==> config.mk <==
export PLATFORM = sky130hd
export DESIGN_NAME = instruction_align_buffer
export DESIGN_NICKNAME = d
export VERILOG_FILES = /design/src/rtl/instruction_align_buffer.sv
export SDC_FILE = /design/constraint.sdc
export NUM_CORES = 1
export LEC_CHECK = 0
export ABC_AREA = 1
export CELL_PAD_IN_SITES_DETAIL_PLACEMENT = 1
export CELL_PAD_IN_SITES_GLOBAL_PLACEMENT = 2
export CORE_MARGIN = 1
export CORE_UTILIZATION = 31
export CTS_CLUSTER_SIZE = 16
export DETAILED_ROUTE_END_ITERATION = 8
export PLACE_DENSITY_LB_ADDON = 0.12
export SLEW_MARGIN = 20
export SYNTH_ARGS = -nofsm -noshare
export SYNTH_HDL_FRONTEND = slang
export SYNTH_SLANG_ARGS = --single-unit
==> constraint.sdc <==
create_clock -name iCLK -period 4.05 [get_ports iCLK]
set_input_delay 0.81 -clock iCLK [delete_from_list [all_inputs] [get_ports iCLK]]
set_output_delay 0.81 -clock iCLK [all_outputs]
set_load 0.02 [all_outputs]
==> src/rtl/instruction_align_buffer.sv <==
// Fetch-side halfword FIFO that realigns 32-bit memory words into RV32I/RV32C instructions.
// Optional macro RV32C_ALIGN_EN enables 16-bit instructions and halfword-aligned redirects.
module instruction_align_buffer #(
    parameter int unsigned DEPTH    = 8,
    parameter logic [31:0] RESET_PC = 32'h0000_0000
) (
    input  logic        iCLK,
    input  logic        iRST,
    output logic        oFETCH_REQ,
    output logic [31:0] oFETCH_ADDR,
    input  logic        iFETCH_ACK,
    input  logic [31:0] iFETCH_DATA,
    input  logic        iREDIRECT,
    input  logic [31:0] iREDIRECT_PC,
    output logic        oVALID,
    input  logic        iREADY,
    output logic [31:0] oIR,
    output logic [15:0] oIR_C,
    output logic [31:0] oPC,
    output logic        oMISALIGN
);
    localparam int unsigned AW = $clog2(DEPTH);
    localparam int unsigned CW = AW + 1;

    logic [15:0]   mem_q [DEPTH];
    logic [AW-1:0] rd_ptr_q, rd_ptr_d, wr_ptr_q, wr_ptr_d;
    logic [CW-1:0] count_q, count_d;
    logic [31:0]   pc_q, pc_d, addr_q, addr_d;
    logic          req_q, req_d, skip_q, skip_d, drop_q, drop_d, mis_q, mis_d;
    logic [15:0]   hw0, hw1;
    logic          is32, take, fire;
    logic [1:0]    push_n, pop_n;
    logic [31:0]   redir_pc;

    assign hw0      = mem_q[rd_ptr_q];
    assign hw1      = mem_q[rd_ptr_q + AW'(1)];
    assign redir_pc = iREDIRECT_PC & ~32'h1;

`ifdef RV32C_ALIGN_EN
    assign is32   = (hw0[1:0] == 2'b11);
    assign oVALID = is32 ? (count_q >= CW'(2)) : (count_q >= CW'(1));
    assign oIR    = is32 ? {hw1, hw0} : {16'h0000, hw0};
    assign oIR_C  = hw0;
`else
    assign is32   = 1'b1;
    assign oVALID = (count_q >= CW'(2)) && !mis_q;
    assign oIR    = {hw1, hw0};
    assign oIR_C  = 16'h0003;
`endif

    // Handshake: an instruction transfers on a cycle where oVALID & iREADY; the head
    // outputs come straight from registers, so they hold while oVALID & ~iREADY.
    // A fetch response is consumed only for the request we still care about.
    assign take   = iFETCH_ACK && req_q && !drop_q && !iREDIRECT;
    assign fire   = oVALID && iREADY;
    assign push_n = take ? (skip_q ? 2'd1 : 2'd2) : 2'd0;
    assign pop_n  = fire ? (is32 ? 2'd2 : 2'd1) : 2'd0;

    always_comb begin
        count_d  = count_q + CW'(push_n) - CW'(pop_n);
        rd_ptr_d = rd_ptr_q + AW'(pop_n);
        wr_ptr_d = wr_ptr_q + AW'(push_n);
        pc_d     = pc_q + {29'd0, pop_n, 1'b0};
        addr_d   = take ? addr_q + 32'd4 : addr_q;
        skip_d   = take ? 1'b0 : skip_q;
        drop_d   = 1'b0;
        req_d    = req_q ? !iFETCH_ACK : (count_q <= CW'(DEPTH - 2));
        mis_d    = mis_q;
        if (iREDIRECT) begin
            count_d  = '0;
            rd_ptr_d = '0;
            wr_ptr_d = '0;
            pc_d     = redir_pc;
            addr_d   = {redir_pc[31:2], 2'b00};
            skip_d   = redir_pc[1];
            drop_d   = req_q && !iFETCH_ACK;
            req_d    = 1'b0;
`ifdef RV32C_ALIGN_EN
            mis_d    = 1'b0;
`else
            mis_d    = redir_pc[1];
`endif
        end
    end

    always_ff @(posedge iCLK) begin
        if (iRST) begin
            rd_ptr_q <= '0;
            wr_ptr_q <= '0;
            count_q  <= '0;
            pc_q     <= RESET_PC;
            addr_q   <= {RESET_PC[31:2], 2'b00};
            req_q    <= 1'b0;
            skip_q   <= RESET_PC[1];
            drop_q   <= 1'b0;
            mis_q    <= 1'b0;
        end else begin
            rd_ptr_q <= rd_ptr_d;
            wr_ptr_q <= wr_ptr_d;
            count_q  <= count_d;
            pc_q     <= pc_d;
            addr_q   <= addr_d;
            req_q    <= req_d;
            skip_q   <= skip_d;
            drop_q   <= drop_d;
            mis_q    <= mis_d;
        end
    end

    // Storage needs no reset: count gates every read.
    always_ff @(posedge iCLK) begin
        if (take) begin
            if (skip_q) begin
                mem_q[wr_ptr_q] <= iFETCH_DATA[31:16];
            end else begin
                mem_q[wr_ptr_q]          <= iFETCH_DATA[15:0];
                mem_q[wr_ptr_q + AW'(1)] <= iFETCH_DATA[31:16];
            end
        end
    end

    assign oFETCH_REQ  = req_q;
    assign oFETCH_ADDR = addr_q;
    assign oPC         = pc_q;
    assign oMISALIGN   = mis_q;

endmodule
* Yosys cells after proc, flatten, opt, wreduce, memory -nomap -nowiden
Memory sizes are Yosys's and may differ from the RTL's. A register that Yosys moved wholly into a read port is not among the register bits.
Cells that the tools add are included.
** Cells by class
- $add $sub $neg :: 8
- Multiply operators :: 0
- Divide/modulo/power cells :: 0
- $lt $le $gt $ge :: 2
- Equal/unequal tests :: 0
- Shift operators :: 0
- Muxes and demuxes :: 17
- Bitwise logic cells :: 2
- Reductions and logical operators :: 13
** Operator list (number)
- $mux W32 :: 3
- $add A32 B3 Y32 :: 1
- $add A32 B3 Y32 const B :: 1
- $mux W16 :: 1
- $mux W1 :: 9
- $add A3 B1 Y3 const B :: 2
- $add A3 B2 Y3 :: 2
- $logic_and A1 B1 Y1 :: 6
- $mux W2 :: 3
- $add A4 B2 Y4 :: 1
- $ge A4 B2 Y1 const B :: 1
- $le A4 B3 Y1 const B :: 1
- $logic_not A1 Y1 :: 4
- $reduce_or A2 Y1 :: 2
- $sub A4 B2 Y4 :: 1
- $mux W3 :: 1
- $reduce_bool A2 Y1 :: 1
- $not A1 Y1 :: 1
- $or A1 B1 Y1 :: 1
** Storage, ports and cells
- Register bits :: 78
- Bits in latches :: 0
- Memory bits (writable) :: 128
- Memory bits (read-only) :: 0
- Input port bits :: 69
- Output and inout bits :: 115
- Memories kept :: 1
** Memory list
- mem_q :: depth 8, bits a word 16, rd ports 2, clocked after memory_dff 1, wr ports 2, line 25 : logic [15:0] mem_q [DEPTH];

* Logic depth before layout (Yosys ltp)
Gate-level depths: netlist of the first run.
- Word-level depth :: 6
- Mapped depth :: 16
- Gate-level depth less buffers :: 16

* Worst setup path after synthesis of the first run
No wires, ideal clock.
- Kind :: input to register
- Start :: in iFETCH_ACK
- End :: mem mem_q[2][0] (enable)
- Setup time :: 0.436 ns
- Arrival time :: 2.874 ns
- Setup slack :: 0.741 ns
- Stages :: 4
- Path through :: nand2_1 > nor2_4 > nand2_4 > o41ai_1
** RTL lines
- start: declaration :: line 11 : input logic iFETCH_ACK,
- end: declaration :: line 25

* Worst setup path after layout of the first run
- Start :: reg rd_ptr_q[1]
- End :: out oIR[26]
** Between the ends
- Word-level cells in the longest chain between the ends :: 2
** Ends and longest elaborated chain
- start: declaration :: line 26 : logic [AW-1:0] rd_ptr_q, rd_ptr_d, wr_ptr_q, wr_ptr_d;
- start signal: assignment :: line 98 : rd_ptr_q <= rd_ptr_d;
- $add A3 B1 Y3 :: line 36 : assign hw1 = mem_q[rd_ptr_q + AW'(1)];
- $mem_v2 Z8 W16
- end: declaration :: line 17 : output logic [31:0] oIR,
Every way passes these cells.

==> results of run 1 <==
where the power goes:
part           internal (uW)  total, uW  switching [uW]  leakage, uW
sequential              2240       2300            64.9      0.00175
clock                   1420       2370             955     0.000418
combinational            286        709             424      0.00329
total                   3940       5380            1440      0.00547
sequential cells by signal, summed over array words and instances, names as in the netlist:
name,count
wr_ptr_q,3
drop_q,1
rd_ptr_q,2
oFETCH_ADDR,30
skip_q,1
oFETCH_REQ,1
mem_q,128
oPC,31
count_q,4
cell families (layout without fill, tap and decap cells):
| family | count (synthesis) | in the layout | share of synthesized area [%] |
|---|---|---|---|
| flip-flops | 201 | 201 | 47.60 |
| XOR/XNOR | 14 | 14 | 1.100 |
| buffers and inverters | 214 | 366 | 8.836 |
| other | 2 | 19 | 0.06739 |
| adder cells (fa/ha/maj) | 13 | 13 | 1.594 |
| AND/OR/NAND/NOR | 659 | 659 | 24.22 |
| AO/OA/AOI/OAI | 343 | 343 | 16.58 |
per-layer routing:
metal / routed length [um] / global-route usage [%] / share of wire [%]
met1: 17040 / 26.69 / 42
met2: 20800 / 40.40 / 51
met3: 1828 / 3.691 / 4.5
met4: 986 / 5.617 / 2.4
met5: 24 / 0 / 0.059
worst max-delay path by stage:
stage / from / end / slack (ns)
3_5_place_dp: iFETCH_ACK / mem_q[1][3] / 0.74
5_1_grt: rd_ptr_q[1] / oIR[26] / 0.34
6_report: rd_ptr_q[1] / oIR[26] / 0.45
4_1_cts: rd_ptr_q[1] / oIR[26] / 0.37
3_3_place_gp: rd_ptr_q[1] / oIR[2] / 0.61
2_1_floorplan: iFETCH_ACK / mem_q[2][0] / 0.74
placed cells by master, fill, tap and decap left out, drive strengths merged, types with 2 or more instances in the layout:
master	netlist	routed
nand3b	4	4
nor2	175	175
nand4	10	10
nand2	410	410
buf	57	26
clkbuf	29	45
nand3	53	53
o22ai	42	42
clkdlybuf4s50	0	163
nor3	3	3
xnor2	3	3
inv	127	129
ha	11	11
edfxtp	128	128
or2	2	2
conb	2	19
dfxtp	73	73
xor2	11	11
o21ai	255	255
fa	2	2
a31oi	11	11
a21oi	30	30
o41ai	2	2
layout make-up:
class,instances,area share [%]
Multi-Input combinational cell,1048,35.21
Inverter,128,3.456
Tap cell,461,4.117
Timing Repair Buffer,189,13.13
Clock buffer,45,5.742
Sequential cell,201,37.87
Clock inverter,4,0.4733
per-stage QoR:
step	cell area (sq um)	hold slack, ns
detailed placement	13140	0.5052
global placement	13140	0.4995
global route	14010	0.5243
floorplan	11210	0.5455
CTS	14010	0.5111
finish	14010	0.5053
==> summary.txt, run 1 <==
Worst setup path
  – Cell chain of the critical path: buf_4, o21ai_0, o22ai_1, clkdlybuf4s50_1
  – Standard cell with the maximum stage delay on the critical path: sky130_fd_sc_hd__clkdlybuf4s50_1
  – CP Capture Type: output pin
  – Levels on crit path: 4
  – Worst path buffer plus inverter count: 2
  – Worst setup path class: reg -> out
  – Critical path data required time: 3.24 ns
  – R2R depth: 15
  – R2r endpoint: oPC[22]
  – Startpoint Class: flip-flop
  – Maximum cell stage delay along the critical path: 0.69 ns
  – Largest delay share family, worst path: buffers and inverters
  – Reg-to-reg critical path startpoint: count_q[2]
  – Minimum setup slack among reg-to-reg paths: 1.40 ns
  – CP Max Fanout: 65
  – Arrival time at the worst endpoint: 2.79 ns

Yosys
  – Synthesized area divided by synthesized cell count: 7.707 sq um
  – Most frequent cells after synthesis: sky130_fd_sc_hd__nand2_1, sky130_fd_sc_hd__nor2_1, sky130_fd_sc_hd__edfxtp_1, sky130_fd_sc_hd__o21ai_1, sky130_fd_sc_hd__inv_1
  – Top cells by area, synth: sky130_fd_sc_hd__edfxtp_1, sky130_fd_sc_hd__nand2_1, sky130_fd_sc_hd__dfxtp_1
  – FF+latch count, synth: 201
  – Area of the mapped netlist: 11140 sq um
  – Area fraction of the dominant cell type after synthesis: 34.49%
  – Count of synthesis-stage warnings from yosys: 0
  – Top flip-flop cell by instance count after synthesis: sky130_fd_sc_hd__edfxtp_1
  – Seq/Total Area, Yosys: 47.60%
  – Number of enable-type register cells in the synthesized netlist: 128
  – Distinct cell type count after synthesis: 39
  – Most instantiated library cell after synthesis: sky130_fd_sc_hd__nand2_1
  – Cell count after synthesis: 1446
  – Share of synthesized flip-flops with an asynchronous set or reset: 0%
  – Library cell with the largest summed area after synthesis: sky130_fd_sc_hd__edfxtp_1

GRT
  – Total gr overflow: 0
  – Global router's overall resource usage: 22.11%
  – Vias in the first global route: 10520
  – Initial antenna violation count: 3
  – Largest net degree at the start of global routing: 66
  – First-pass GRT wire length: 61.33 mm

Cells and area
  – Number of inserted filler cells in the final layout: 4307
  – Fraction of final layout cells sized beyond drive strength 1: 5.944%
  – Finished Core Util: 39.49%
  – Total area of multi-input combinational cells: 4933 sq um
  – Fin cells: 2076
  – Nets: 1677
  – Antenna diode count: 0
  – Seq. cell area: 5306 sq um
  – Area growth, synth to finish: 25.72%

Timing
  – Relative max-transition margin: 51.16%
  – Setup Viol. Count Final: 0
  – Maximum frequency from static timing analysis: 277.6 MHz
  – Setup repair after global routing missed its margin: no
  – Fin worst setup slack: 0.4480 ns
  – Period utilisation layout: 88.94%
  – Transition at the pin with the smallest max-transition slack: 0.7325 ns
  – Final Hold Viols: 0
  – Final worst path period need: 3.602 ns
  – Count of final max-slew check failures: 0
  – Post-Route Skew: 0.01180 ns
  – Setup TNS Final: 0 ns

Drt
  – Number of nets with antenna violations after detailed routing: 0
  – Total length of routed wires: 40.68 mm
  – First-iteration detailed-routing DRC count: 568
  – Detailed-route vias per instance: 4.994
  – Via count of the routed design: 10370
  – Pre-antenna DRT Iters: 5
  – Final routed DRC violation total: 0
  – DR WL/cell: 19.60 um

Clock tree
  – Num Clock Sinks: 201
  – Number of buffers inserted during clock tree synthesis: 27
  – Total of cells resized after clock tree synthesis: 0
  – Number of post-CTS setup repair buffers: 0
  – Library cell used as clock root buffer: sky130_fd_sc_hd__clkbuf_16
  – H-tree lvl count: 1
  – Max clock buf depth: 3
  – Clock slew at reported path FFs: 0.06 ns
  – Insertion delay of the later-clocked pin in the worst-skew pair: 0.55 ns
  – Clock tree from TritonCTS: built
  – Number of buffers added to fix hold violations after cts: 0

Placement
  – Placed wire-length estimate: 28.33 mm
  – Dpl cells: 2027
  – Number of I/O port buffers: 163
  – Worst slack at placement: 0.7400 ns
  – Final GP Congestion: 0.7878

Min path
  – Hold Startpoint: oFETCH_REQ
  – HP Class: reg -> reg
  – Number of cells traversed by the worst hold path: 1
  – Worst hold endpoint: drop_q

Die
  – DIE WIDTH: 191.6 um
  – Die area: 36710 sq um
  – Effective utilization at floorplan: 31.41%
  – Core area: 35480 sq um
  – Number of top-level pins: 184
  – Cell Rows: 69
  – Die Ht: 191.6 um

Run
  – Total of max-cap violations: 0

Outcome
  – Outcome: finished clean

Pwr
  – Total chip power: 5384 uW
  – Areal power density over the cells: 384.3 nW/um^2
  – Leakage Power: 0.005466 uW
  – Peak VDD IR: 0.3184 mV
Note: power is estimated with default switching activity, not from simulation.
==> run 2, diff against run 1 <==
--- a/config.mk
+++ b/config.mk
@@ -13,6 +13,7 @@
 export CTS_CLUSTER_SIZE = 16
 export DETAILED_ROUTE_END_ITERATION = 8
 export PLACE_DENSITY_LB_ADDON = 0.12
+export REMOVE_ABC_BUFFERS = 1
 export SLEW_MARGIN = 20
 export SYNTH_ARGS = -nofsm -noshare
 export SYNTH_HDL_FRONTEND = slang
==> summary.txt, run 2 (same netlist as run 1, synthesis figures left out) <==
GRT
  – Total gr overflow: 0
  – Vias in the first global route: 10760
  – Global router's overall resource usage: 21.88%
  – First-pass GRT wire length: 61.18 mm
  – Largest net degree at the start of global routing: 66
  – Initial antenna violation count: 2

Worst setup path
  – Maximum cell stage delay along the critical path: 0.56 ns
  – Startpoint Class: flip-flop
  – Worst setup path class: reg -> out
  – CP Capture Type: output pin
  – Arrival time at the worst endpoint: 2.75 ns
  – R2R depth: 15
  – Cell chain of the critical path: clkinv_1, buf_12, o21ai_0, o22ai_1, clkdlybuf4s50_1
  – Standard cell with the maximum stage delay on the critical path: sky130_fd_sc_hd__clkinv_1
  – Levels on crit path: 5
  – Largest delay share family, worst path: buffers and inverters
  – Worst path buffer plus inverter count: 3
  – Critical path data required time: 3.24 ns
  – CP Max Fanout: 42

Timing
  – Setup TNS Final: 0 ns
  – Count of final max-slew check failures: 0
  – Post-Route Skew: 0.01385 ns
  – Period utilisation layout: 87.96%
  – Setup repair after global routing missed its margin: no
  – Final Hold Viols: 0
  – Final worst path period need: 3.562 ns
  – Relative max-transition margin: 26.31%
  – Transition at the pin with the smallest max-transition slack: 1.105 ns
  – Setup Viol. Count Final: 0
  – Maximum frequency from static timing analysis: 280.7 MHz

Placement
  – Number of I/O port buffers: 163
  – Final GP Congestion: 0.7921
  – Total placed instance area: 13180 sq um
  – Placed wire-length estimate: 27.58 mm

Cells and area
  – Commonest non-fill, non-tap cells in the layout: sky130_fd_sc_hd__nand2_1, sky130_fd_sc_hd__nor2_1, sky130_fd_sc_hd__clkdlybuf4s50_1
  – Area growth, synth to finish: 25.37%
  – Leading cell type in the layout, fill and taps excluded: sky130_fd_sc_hd__nand2_1
  – Nets: 1678
  – Finished Core Util: 39.38%
  – Seq. cell area: 5306 sq um
  – Flip-flop count of the largest register, all copies and words added: 128
  – Total area of multi-input combinational cells: 4956 sq um
  – Largest register by flop count: mem_q
  – Number of inserted filler cells in the final layout: 4335
  – Design area: 13970 sq um
  – Fraction of final layout cells sized beyond drive strength 1: 6.444%

Pwr
  – Peak VDD IR: 0.3006 mV
  – Total chip power: 5179 uW
  – Areal power density over the cells: 370.7 nW/um^2
  – Leakage Power: 0.005465 uW

Clock tree
  – H-tree lvl count: 1
  – Number of buffers added to fix hold violations after cts: 0
  – Clock slew at reported path FFs: 0.06 ns
  – Number of post-CTS setup repair buffers: 0
  – Clock tree from TritonCTS: built
  – Library cell used as clock root buffer: sky130_fd_sc_hd__clkbuf_16
  – Max clock buf depth: 3
  – Number of buffers inserted during clock tree synthesis: 26
  – Insertion delay of the later-clocked pin in the worst-skew pair: 0.54 ns
  – Total of cells resized after clock tree synthesis: 0
  – Num Clock Sinks: 201

Drt
  – Total length of routed wires: 39.79 mm
  – Via count of the routed design: 10400
  – Pre-antenna DRT Iters: 4
  – First-iteration detailed-routing DRC count: 497
  – Number of nets with antenna violations after detailed routing: 0
  – Detailed-route vias per instance: 5.008
  – Final routed DRC violation total: 0
  – DR WL/cell: 19.17 um

Die
  – Die area: 36710 sq um
  – Core area: 35480 sq um
  – Cell Rows: 69
  – Number of top-level pins: 184
  – Die Ht: 191.6 um
  – DIE WIDTH: 191.6 um
  – Effective utilization at floorplan: 31.41%

Outcome
  – Outcome: finished clean

Run
  – Total of max-cap violations: 0

Min path
  – HP Class: reg -> reg
  – Number of cells traversed by the worst hold path: 1
run 2: changes by cell type in the layout (fill, tap and decap cells not counted), moves of 2 or more:
cell and change:
sky130_fd_sc_hd__clkinv_1 +5, sky130_fd_sc_hd__clkinv_2 +6, sky130_fd_sc_hd__clkbuf_16 -2, sky130_fd_sc_hd__clkbuf_8 -2
sky130_fd_sc_hd__o21ai_1 -6, sky130_fd_sc_hd__buf_4 +2, sky130_fd_sc_hd__o21ai_2 +6, sky130_fd_sc_hd__clkbuf_1 -8
run 2: through the flow:
step / setup slack (ns) / hold slack [ns] / instances
after floorplan: 0.1645 / 0.5522 / 1377
after global placement: 0.5645 / 0.5000 / 2029
after detailed placement: 0.4862 / 0.5136 / 2029
after CTS: 0.4153 / 0.5184 / 2075
after global routing: 0.2358 / 0.5463 / 2075
final: 0.4877 / 0.5186 / 2076
run 2: final cells by class:
| class | count | area share (%) |
|---|---|---|
| timing repair buffer | 191 | 13.27 |
| antenna | 1 | 0.01791 |
| clock buffer | 33 | 4.988 |
| multi-input combinational | 1048 | 35.47 |
| tap | 461 | 4.128 |
| sequential | 201 | 37.98 |
| clock inverter | 13 | 0.6895 |
| inverter | 128 | 3.457 |
run 2: path summary, 6_finish.rpt:
| path | from | to | slack (ns) |
|---|---|---|---|
| max | rd_ptr_q[1] | oIR[13] | 0.49 |
| min | oFETCH_REQ | drop_q | 0.52 |
| max reg2reg | count_q[2] | oPC[22] | 1.33 |
| min reg2reg | oFETCH_REQ | drop_q | 0.52 |
run 2: layer usage:
layer	GRT usage, %	wire length, um	vias to the layer above
met5	0	13	-
met4	4.640	733	2
met3	3.234	1452	44
met2	40.31	20060	184
met1	26.72	17530	5077
li1	-	-	5089
run 2: where the power goes:
| part | switching (uW) | leakage, uW | internal [uW] |
|---|---|---|---|
| registers | 65.3 | 0.00175 | 2240 |
| clock network | 906 | 0.000395 | 1270 |
| logic | 415 | 0.00332 | 286 |
| total | 1390 | 0.00547 | 3790 |
==> run 3, diff against run 2 <==
--- a/config.mk
+++ b/config.mk
@@ -12,8 +12,10 @@
 export CORE_UTILIZATION = 31
 export CTS_CLUSTER_SIZE = 16
 export DETAILED_ROUTE_END_ITERATION = 8
+export MAX_ROUTING_LAYER = met4
 export PLACE_DENSITY_LB_ADDON = 0.12
 export REMOVE_ABC_BUFFERS = 1
+export SKIP_CTS_REPAIR_TIMING = 1
 export SLEW_MARGIN = 20
 export SYNTH_ARGS = -nofsm -noshare
 export SYNTH_HDL_FRONTEND = slang
==> summary.txt, run 3 (same netlist as run 1, synthesis figures left out) <==
Die
  – Cell Rows: 69
  – Core area: 35480 sq um
  – Die area: 36710 sq um
  – Die Ht: 191.6 um
  – Effective utilization at floorplan: 31.41%
  – DIE WIDTH: 191.6 um
  – Number of top-level pins: 184

Cells and area
  – Leading cell type in the layout, fill and taps excluded: sky130_fd_sc_hd__nand2_1
  – Number of inserted filler cells in the final layout: 4338
  – Finished Core Util: 39.38%
  – Flip-flop count of the largest register, all copies and words added: 128
  – Largest register by flop count: mem_q
  – Design area: 13970 sq um
  – Fraction of final layout cells sized beyond drive strength 1: 6.444%
  – Commonest non-fill, non-tap cells in the layout: sky130_fd_sc_hd__nand2_1, sky130_fd_sc_hd__nor2_1, sky130_fd_sc_hd__clkdlybuf4s50_1
  – Area growth, synth to finish: 25.40%
  – Nets: 1678

Timing
  – Post-Route Skew: 0.01079 ns
  – Relative max-transition margin: 27.68%
  – Setup repair after global routing missed its margin: no
  – Maximum frequency from static timing analysis: 282.3 MHz
  – Smallest hold slack: 0.5146 ns
  – Final worst path period need: 3.543 ns
  – Setup TNS Final: 0 ns
  – Fin worst setup slack: 0.5073 ns
  – Period utilisation layout: 87.47%
  – Final Hold Viols: 0
  – Setup Viol. Count Final: 0
  – Count of final max-slew check failures: 0
  – Transition at the pin with the smallest max-transition slack: 1.085 ns

Worst setup path
  – Largest delay share family, worst path: buffers and inverters
  – Startpoint Class: flip-flop
  – Cell chain of the critical path: clkinv_1, buf_12, o21ai_0, o22ai_1, clkdlybuf4s50_1
  – Origin of the worst setup path: rd_ptr_q[1]
  – Standard cell with the maximum stage delay on the critical path: sky130_fd_sc_hd__clkdlybuf4s50_1
  – Worst setup path class: reg -> out
  – Worst path buffer plus inverter count: 3
  – Critical path data required time: 3.24 ns
  – Reg-to-reg critical path startpoint: count_q[2]
  – Arrival time at the worst endpoint: 2.73 ns
  – CP Max Fanout: 42
  – Maximum cell stage delay along the critical path: 0.56 ns
  – CP Capture Type: output pin

Placement
  – Worst slack at placement: 0.4862 ns
  – Final GP Congestion: 0.8033
  – Number of I/O port buffers: 163
  – Placed wire-length estimate: 27.58 mm
  – Total placed instance area: 13180 sq um

GRT
  – Global-route layer with the greatest usage: met2
  – Initial antenna violation count: 2
  – Met2 capacity usage during global routing: 40.27%
  – Total gr overflow: 0
  – Largest net degree at the start of global routing: 66
  – Met1 track utilization from global routing: 26.90%
  – Met3 usage in global routing: 2.997%
  – Global router's overall resource usage: 22.52%
  – Vias in the first global route: 10750
  – First-pass GRT wire length: 61.18 mm

Drt
  – Detailed-route vias per instance: 5.008
  – Pre-antenna DRT Iters: 4
  – Number of nets with antenna violations after detailed routing: 0
  – First-iteration detailed-routing DRC count: 523
  – Via count of the routed design: 10400
  – DR WL/cell: 19.12 um
  – Final routed DRC violation total: 0
  – Total length of routed wires: 39.72 mm

Clock tree
  – Library cell used as clock root buffer: sky130_fd_sc_hd__clkbuf_16
  – Num Clock Sinks: 201
  – Clock tree from TritonCTS: built
  – Number of buffers inserted during clock tree synthesis: 26
  – Max clock buf depth: 3
  – Clock slew at reported path FFs: 0.06 ns
  – H-tree lvl count: 1
  – Insertion delay of the later-clocked pin in the worst-skew pair: 0.54 ns

Pwr
  – Leakage Power: 0.005465 uW
  – Switching power as a share of total power: 26.79%
  – NetSw: 1388 uW
  – Peak VDD IR: 0.2986 mV
  – Portion of total power attributed to the clock network: 42.0%
  – Areal power density over the cells: 370.8 nW/um^2
  – Sequential group share of total power: 44.4%
  – Comb power frac: 13.5%
  – Internal portion of total power: 3793 uW

Run
  – Total of max-cap violations: 0

Min path
  – HP Class: reg -> reg
  – Hold Startpoint: oPC[1]

Outcome
  – Outcome: finished clean
## run 3: cell count changes in the layout (fill, tap and decap cells not counted)
cell                      delta
sky130_fd_sc_hd__diode_2     +1
## run 3: worst paths after layout
check,endpoint,slack [ns],cells past startpoint
worst max-delay path,oIR[13],0.51,5
worst min-delay path,oPC[1],0.51,2
worst max register to register,oPC[22],1.34,15
worst min register to register,oPC[1],0.51,2
## run 3: stage by stage
step | instances | total power, uW
2_1_floorplan | 1377 | 2701
3_3_place_gp | 2029 | 3038
6_report | 2077 | 5182
3_5_place_dp | 2029 | 3054
4_1_cts | 2075 | 5254
5_1_grt | 2077 | 5397
## run 3: area by class of cell
| class | count | area, sq um | share of cell area [%] |
|---|---|---|---|
| antenna | 2 | 5.005 | 0.03581 |
| tap | 461 | 576.8 | 4.127 |
| clock buffer | 33 | 696.9 | 4.987 |
| timing repair buffer | 191 | 1854 | 13.27 |
| sequential | 201 | 5306 | 37.97 |
| inverter | 128 | 483.0 | 3.456 |
| clock inverter | 13 | 96.34 | 0.6894 |
| multi-input combinational | 1048 | 4956 | 35.46 |
## run 3: per-layer routing
metal  up-vias  wire length, um
li1       5092                -
met1      5080            17600
met2       185            20000
met3        44             1398
met4         0              714
met5         -                0
## run 3: power by group through the flow
stage | combinational [uW] | clock [uW] | sequential (uW)
after CTS | 712 | 2240 | 2300
after floorplan | 328 | 0 | 2370
final | 701 | 2180 | 2300
after detailed placement | 708 | 0 | 2350
after global placement | 692 | 0 | 2350
after global routing | 777 | 2310 | 2310
## run 3: worst register-to-register path, cell delays in order, from the launching register on
cell                      delay, ns
sky130_fd_sc_hd__dfxtp_1       0.34
sky130_fd_sc_hd__inv_1         0.08
sky130_fd_sc_hd__ha_1          0.20
sky130_fd_sc_hd__a21oi_1       0.21
sky130_fd_sc_hd__nand2_1       0.15
sky130_fd_sc_hd__inv_1         0.17
sky130_fd_sc_hd__ha_1          0.22
sky130_fd_sc_hd__ha_1          0.21
sky130_fd_sc_hd__nand3_1       0.17
sky130_fd_sc_hd__inv_1         0.14
sky130_fd_sc_hd__nand3_1       0.12
sky130_fd_sc_hd__nor2_1        0.13
sky130_fd_sc_hd__buf_4         0.20
sky130_fd_sc_hd__nand3_1       0.09
sky130_fd_sc_hd__nand3_1       0.09
sky130_fd_sc_hd__o21ai_0       0.07
